File: config.mk
export PLATFORM = sky130hd
export DESIGN_NAME = svm_weight_loader
export DESIGN_NICKNAME = d
export VERILOG_FILES = /design/src/rtl/svm_weight_loader.sv
export SDC_FILE = /design/constraint.sdc
export NUM_CORES = 2
export LEC_CHECK = 0
export CAP_MARGIN = 20
export CORE_UTILIZATION = 39
export DETAILED_ROUTE_END_ITERATION = 10
export DONT_BUFFER_PORTS = 1
export PLACE_DENSITY = 0.51
export SYNTH_ARGS = -nofsm -noshare
export SYNTH_HDL_FRONTEND = slang
export SYNTH_SLANG_ARGS = --single-unit
File: constraint.sdc
create_clock -name clk -period 62.7 [get_ports clk]
set_input_delay 18.81 -clock clk [delete_from_list [all_inputs] [get_ports clk]]
set_output_delay 18.81 -clock clk [all_outputs]
set_load 0.01 [all_outputs]
File: src/rtl/svm_weight_loader.sv
// -----------------------------------------------------------------------------
// svm_weight_loader
//
// Writer side of the SVM weight/bias store. Takes a framed byte stream
// (SOF, ROWS*COLS little-endian 32-bit words, XOR checksum byte). It packs the
// bytes into words and writes them row-major into a ROWS x COLS register array.
// The SVM datapath reads the array through an asynchronous port. The checksum
// result drives weights_valid, which the SVM controller uses as its inference
// enable.
//
// Ports
//   clk           system clock, rising edge
//   rst           asynchronous, active-high reset
//   s_data        stream byte
//   s_valid       s_data valid
//   s_ready       loader can accept a byte (transfer = s_valid && s_ready)
//   rd_row        read row index
//   rd_col        read column index
//   rd_data       combinational read of weight[rd_row][rd_col], 0 if out of range
//   weights_valid array holds a checksum-verified frame
//   load_busy     frame reception in progress (PAYLOAD or CHECK)
//   load_err      last frame failed its checksum
//   words_loaded  words written in the current or last frame
// -----------------------------------------------------------------------------
module svm_weight_loader #(
    parameter int          ROWS = 6,
    parameter int          COLS = 6,
    parameter logic [7:0]  SOF  = 8'hA5
) (
    input  logic                               clk,
    input  logic                               rst,
    input  logic [7:0]                         s_data,
    input  logic                               s_valid,
    output logic                               s_ready,
    input  logic [$clog2(ROWS)-1:0]            rd_row,
    input  logic [$clog2(COLS)-1:0]            rd_col,
    output logic [31:0]                        rd_data,
    output logic                               weights_valid,
    output logic                               load_busy,
    output logic                               load_err,
    output logic [$clog2(ROWS*COLS+1)-1:0]     words_loaded
);

    localparam int N_WORDS = ROWS * COLS;
    localparam int RW      = $clog2(ROWS);
    localparam int CW      = $clog2(COLS);
    localparam int WLW     = $clog2(N_WORDS + 1);

    localparam logic [RW-1:0]  ROW_MAX = RW'(ROWS - 1);
    localparam logic [CW-1:0]  COL_MAX = CW'(COLS - 1);
    localparam logic [WLW-1:0] WL_LAST = WLW'(N_WORDS - 1);
    localparam logic [WLW-1:0] WL_FULL = WLW'(N_WORDS);

    typedef enum logic [1:0] {
        ST_IDLE,
        ST_PAYLOAD,
        ST_CHECK,
        ST_COMMIT
    } state_t;

    state_t         r_state;
    state_t         w_state_nxt;

    // Weight/bias storage and frame bookkeeping
    logic [31:0]    r_mem [ROWS][COLS];
    logic [31:0]    r_asm;
    logic [7:0]     r_csum;
    logic [1:0]     r_bcnt;
    logic [RW-1:0]  r_row;
    logic [CW-1:0]  r_col;
    logic [WLW-1:0] r_words;
    logic           r_wv;
    logic           r_err;

    logic           w_fire;
    logic           w_is_sof;
    logic           w_word_done;
    logic           w_last_word;
    logic           w_rd_ok;
    logic [31:0]    w_word;

    assign w_fire      = s_valid & s_ready;
    assign w_is_sof    = (s_data == SOF);
    assign w_word_done = (r_bcnt == 2'd3);
    assign w_last_word = (r_words == WL_LAST);

    // Bytes shift in from the top, so after four bytes the first one sits in
    // the LSB. The completed word uses the incoming byte directly, so the
    // array write lands on the same edge that accepts byte 3.
    assign w_word = {s_data, r_asm[31:8]};

    // ------------------------------------------------------------------
    // FSM state register
    // ------------------------------------------------------------------
    always_ff @(posedge clk or posedge rst) begin
        if (rst) begin
            r_state <= ST_IDLE;
        end else begin
            r_state <= w_state_nxt;
        end
    end

    // ------------------------------------------------------------------
    // FSM next state and handshake outputs
    // ------------------------------------------------------------------
    always_comb begin
        w_state_nxt = r_state;
        s_ready     = 1'b1;
        load_busy   = 1'b0;
        case (r_state)
            ST_IDLE: begin
                if (w_fire && w_is_sof) begin
                    w_state_nxt = ST_PAYLOAD;
                end
            end
            ST_PAYLOAD: begin
                load_busy = 1'b1;
                if (w_fire && w_word_done && w_last_word) begin
                    w_state_nxt = ST_CHECK;
                end
            end
            ST_CHECK: begin
                load_busy = 1'b1;
                if (w_fire) begin
                    w_state_nxt = ST_COMMIT;
                end
            end
            ST_COMMIT: begin
                // One dead cycle so the controller sees the final flags
                // before another SOF can clear them.
                s_ready     = 1'b0;
                w_state_nxt = ST_IDLE;
            end
            default: begin
                w_state_nxt = ST_IDLE;
            end
        endcase
    end

    // ------------------------------------------------------------------
    // Datapath: assembly, checksum, counters, array writes, status flags
    // ------------------------------------------------------------------
    always_ff @(posedge clk or posedge rst) begin
        if (rst) begin
            for (int r = 0; r < ROWS; r++) begin
                for (int c = 0; c < COLS; c++) begin
                    r_mem[r][c] <= '0;
                end
            end
            r_asm   <= '0;
            r_csum  <= '0;
            r_bcnt  <= '0;
            r_row   <= '0;
            r_col   <= '0;
            r_words <= '0;
            r_wv    <= 1'b0;
            r_err   <= 1'b0;
        end else begin
            case (r_state)
                ST_IDLE: begin
                    // Non-SOF bytes are consumed and dropped here.
                    if (w_fire && w_is_sof) begin
                        r_wv    <= 1'b0;
                        r_err   <= 1'b0;
                        r_words <= '0;
                        r_csum  <= '0;
                        r_bcnt  <= '0;
                        r_row   <= '0;
                        r_col   <= '0;
                        r_asm   <= '0;
                    end
                end
                ST_PAYLOAD: begin
                    // SOF-valued bytes are plain data in this state.
                    if (w_fire) begin
                        r_csum <= r_csum ^ s_data;
                        r_asm  <= w_word;
                        r_bcnt <= r_bcnt + 2'd1;
                        if (w_word_done) begin
                            r_mem[r_row][r_col] <= w_word;
                            if (r_words != WL_FULL) begin
                                r_words <= r_words + 1'b1;
                            end
                            // Row/col counters walk row-major alongside the
                            // word count, avoiding a divider on w.
                            if (r_col == COL_MAX) begin
                                r_col <= '0;
                                r_row <= r_row + 1'b1;
                            end else begin
                                r_col <= r_col + 1'b1;
                            end
                        end
                    end
                end
                ST_CHECK: begin
                    // Flags are registered here so they are already visible
                    // during the COMMIT cycle.
                    if (w_fire) begin
                        if (s_data == r_csum) begin
                            r_wv <= 1'b1;
                        end else begin
                            r_err <= 1'b1;
                        end
                    end
                end
                default: begin
                end
            endcase
        end
    end

    // ------------------------------------------------------------------
    // Asynchronous read port. Indices past the array return zero.
    // ------------------------------------------------------------------
    assign w_rd_ok = (rd_row <= ROW_MAX) && (rd_col <= COL_MAX);
    assign rd_data = w_rd_ok ? r_mem[rd_row][rd_col] : 32'd0;

    assign weights_valid = r_wv;
    assign load_err      = r_err;
    assign words_loaded  = r_words;

endmodule

Word-level counts from Yosys, hierarchy flattened
Cells that the tools add are included.
{"block": "classes", "mux": 48, "magnitude_cmp": 8, "n_bitwise": 6, "add_sub_neg": 4, "n_reduce_logical": 18, "n_eq_ne": 18}
{"cell": "1152-bit bitwise mux", "n": 1}
{"cell": "192-bit binary-select mux with 3-bit select", "n": 1}
{"cell": "192-bit demux with 3-bit select", "n": 1}
{"cell": "192-bit two-way mux", "n": 3}
{"cell": "32-bit two-way mux", "n": 6}
{"cell": "32-bit binary-select mux with 3-bit select", "n": 1}
{"cell": "32-bit demux with 3-bit select", "n": 1}
{"cell": "32-bit one-hot mux with 2 select lines", "n": 1}
{"cell": "6-bit two-way mux", "n": 4}
{"cell": "3-bit two-way mux", "n": 7}
{"cell": "2-bit inequality test, second input constant", "n": 9}
{"cell": "4-bit >= comparator, second input constant", "n": 4}
{"cell": "8-bit two-way mux", "n": 2}
{"cell": "3-bit NOT with 4-bit output", "n": 4}
{"cell": "8-bit one-hot mux with 2 select lines", "n": 1}
{"cell": "3-bit one-hot mux with 2 select lines", "n": 2}
{"cell": "6-bit one-hot mux with 2 select lines", "n": 1}
{"cell": "4-bit AND reduction", "n": 3}
{"cell": "2-bit two-way mux", "n": 5}
{"cell": "5-bit AND reduction", "n": 2}
{"cell": "3-bit AND reduction", "n": 3}
{"cell": "8-bit == test", "n": 1}
{"cell": "8-bit == test, second input constant", "n": 1}
{"cell": "4-bit by 1-bit < comparator with 1-bit output, second input constant", "n": 2}
{"cell": "other kinds (19)", "n": 36}
{"block": "totals", "in_bits": 17, "elab_cells": 147, "reg_bits": 1210}

Depth between registers and ports, before layout
{"block": "logic_depth", "word_depth": 8, "mapped_depth": 10, "depth_no_buf": 7}

Least setup slack after synthesis
No wires, ideal clock.
{"block": "synth_timing", "path_type": "input to output", "from": "in rd_row[1]", "to": "out rd_data[10]", "path_slack_ns": 23.404, "path_stages": 6, "n_path_buf": 3, "t_required_ns": 43.890, "arrival_time_ns": 20.486, "path_cell_list": "buf_2 > clkbuf_1 > clkbuf_1 > mux4_2 > o311ai_0 > nand4_1"}
{"block": "synth_via", "elab_chain_len": 8, "word_cells_on_any_way": 10, "classes_between": "order compare: 1; mux: 7; bitwise: 1; reduce/logical: 1"}
{"item": "start, declared", "line_no": "35", "rtl": "input logic [$clog2(ROWS)-1:0] rd_row,"}
{"item": "3-bit NOT with 4-bit output (implied by the code)", "line_no": "216", "rtl": "assign rd_data = w_rd_ok ? r_mem[rd_row][rd_col] : 32'd0;"}
{"item": "192-bit binary-select mux with 3-bit select", "line_no": "216"}
{"item": "192-bit two-way mux (implied by the code) (2 in series)", "line_no": "216"}
{"item": "32-bit binary-select mux with 3-bit select", "line_no": "216"}
{"item": "32-bit two-way mux (implied by the code) (2 in series)", "line_no": "216"}
{"item": "32-bit two-way mux (*)", "line_no": "216"}
{"item": "end, declared", "line_no": "37", "rtl": "output logic [31:0] rd_data,"}
Every way passes the cells marked *; elsewhere a longest branch is shown, timed or not. The select of a mux whose other input is x is not followed.

Worst setup path after layout
{"block": "layout_timing", "from": "in rd_row[0]", "to": "out rd_data[31]"}
The elaborated chain is that of the path after synthesis.

==> results.txt <==
I/O pin count -> 59
Yosys warns -> 0
Initial antenna violation count -> 0
Std cell rows -> 137
PnR worst setup slack -> 22.52 ns
CP Cell Sequence -> nand2b_2 -> buf_4 -> o22ai_1 -> a21oi_1 -> nand3_1 -> nand4_1
Core area -> 140000 um^2
Worst path top cell family by delay -> simple AND/OR/NAND/NOR gates
Period utilization -> 64.1%
Synth cell types -> 47
Seq cells post-synth -> 1202
IO buf count -> 0
Final Hold Viols -> 0
Post-CTS Resized -> 0
Clk_lat worst skew -> 0.76 ns
Crit Path Category -> in -> out
Die span in y -> 379 um
Min Hold Slack -> 0.475 ns
Setup crit start kind -> input port
Slew Limit Fails -> 0
DR vias/cell -> 5.74
Syn Nets -> 4012
Synth top cells by count -> mux2_2 (1213), dfrtp_1 (1202), mux2i_1 (224)
Pwr Total -> 1.94 mW
Worst slew pin tran -> 1.08 ns
DRT Pass-1 Iters -> 6
RSZ-0062 raised after global routing -> no
Post-synth top area share -> 54.4%
Final ANT Viol Nets -> 0
DRC errors left -> 0
Vias in the first global route -> 34437
CP arrival -> 21.37 ns
WL/cell -> 28.2 um
Avg Synthesized Cell Area -> 13.9 um^2
Die Width -> 379 um
Synth area leaders -> dfrtp_1 (54%), mux2_2 (25%), mux4_2 (4.9%)
PwrDens -> 31.6 nW/um^2
Buf/Inv on CP -> 1
Max clock buf depth -> 3
Clk_skew -> 0.0239 ns
Die area -> 143000 um^2
Max_slew headroom -> 27.7%
Post-synth EDFFs -> 0
Global Route Usage Sum -> 23.3%
Starting Density -> 39.5%
Kind of end point of the critical path -> output pin
CTS root buf -> clkbuf_16
Final Net Count -> 3851
Top FF cell, synth -> dfrtp_1
Slowest cell on the critical path -> nand2b_2
Crit-path max FO -> 239
Layout cells sized above 1 -> 43.0%
Peak supply drop -> 0.0000311 V
R2r setup slk -> 58.61 ns
Mapped Area -> 55300 um^2
DRT iter0 DRCs -> 2448
# clock sinks -> 1202
DP Wirelength -> 89100 um
Period minus WS final -> 40.18 ns
Final setup vio count -> 0
CTS tree -> built
Status -> complete, no violations
Sequential fraction of the synthesis area -> 54.4%
Routability cong. -> 0.769
Synthesized netlist cell count -> 3987
Critical path required time -> 43.89 ns
Via count -> 33314
Synth-to-Final Area Change -> 11.0%
CTS Buf Count -> 137
Area leader, netlist -> dfrtp_1
Largest net degree at the start of global routing -> 324
Leak pwr -> 29.7 nW
First-pass GRT wire length -> 245000 um
Fraction of registers with async set/reset -> 100%
Post-Place Worst Slack -> 22.57 ns
Post-CTS setup repair buffer count -> 0
TNS Setup -> 0 ns
Max Cap Viol -> 0
Final global-route overflow total -> 0
Max stage delay on crit path -> 0.83 ns
Total wire length -> 164000 um
Post-CTS Hold Fix Bufs -> 0
Post-route insts no fill -> 5807
DP Cell Count -> 5557
Most frequent cell after synthesis -> mux2_2
Hold Path Class -> reg -> reg
Maximum clock frequency -> 0.0249 GHz
CTS H-Tree Depth -> 4
Worst-path clk slew -> 0.06 ns
placed cells by master, fill, tap and decap left out, types with 20 or more instances in the layout:
cell type  count
clkbuf_16    145
dfrtp_1     1201
o22ai_1      111
nor2_1        66
o21ai_0       29
mux2i_1      224
o311ai_0      32
mux4_2       120
clkbuf_1      31
nand4_1       35
buf_4         79
o22a_1        39
nand3_1       63
clkbuf_8      32
nand2_1      132
clkinv_2      24
a21oi_1       91
nand2_2       22
nor2_4        20
mux2_2      1213
o211ai_1      35
logic make-up (layout without fill, tap and decap cells):
family / after synthesis / in the layout / share of synthesized area (%)
simple gates: 397 / 397 / 3.38
mux: 1575 / 1575 / 34.0
xor+xnor: 12 / 12 / 0.190
compound gates: 386 / 386 / 4.64
other cells: 0 / 4 / 0
buf+inv: 407 / 347 / 3.22
flops: 1202 / 1202 / 54.4
fa+ha+maj: 8 / 8 / 0.181
final cells by class:
cell class | instances | area, um^2
Clock buffer | 208 | 4190
Inverter | 16 | 67.6
Antenna cell | 4 | 10.0
Fill cell | 12713 | 78600
Timing Repair Buffer | 91 | 861
Tap cell | 1876 | 2350
Sequential cell | 1202 | 30100
Multi-Input combinational cell | 2378 | 23600
Clock inverter | 32 | 226
metrics by stage:
step	utilization (%)	area [um^2]
floorplan	-	55300
global placement	40.6	56800
detailed placement	40.6	56900
CTS	43.8	61300
global route	43.8	61400
finish	43.9	61400
worst paths after layout:
path,start,endpoint,cells after the start
setup / recovery,rd_row[0],rd_data[31],6
hold / removal,r_asm[31]$_DFFE_PP0P_,r_asm[31]$_DFFE_PP0P_,2
setup reg to reg,r_state[1]$_DFFE_PP0P_,r_mem[706]$_DFFE_PP0P_,8
hold reg to reg,r_asm[31]$_DFFE_PP0P_,r_asm[31]$_DFFE_PP0P_,2
max in group asynchronous,rst,r_mem[142]$_DFFE_PP0P_,4
min in group asynchronous,rst,r_mem[667]$_DFFE_PP0P_,1
routing by layer:
metal  track usage [%]  wire [um]
met5                 0          0
met4              6.88       4140
met3              3.23       6060
met2              37.9      78400
met1              32.3      75100
worst min-delay path: stages (launching register included):
cell     delay [ns]
dfrtp_1        0.34
nand2_1        0.05
nand2_1        0.05
sequential cells by signal (all words and copies together) (netlist names):
name           cells
load_err           1
r_asm             24
r_bcnt             2
r_col              3
r_csum             8
r_mem           1152
r_row              3
r_state            2
weights_valid      1
words_loaded       6
power by group:
group | leakage, nW | total [mW] | switching (mW) | internal [mW]
clock | 2.20 | 0.789 | 0.326 | 0.463
combinational | 10.9 | 0.237 | 0.115 | 0.122
sequential | 16.6 | 0.913 | 0.0493 | 0.864
(Power assumes the default switching activity.)
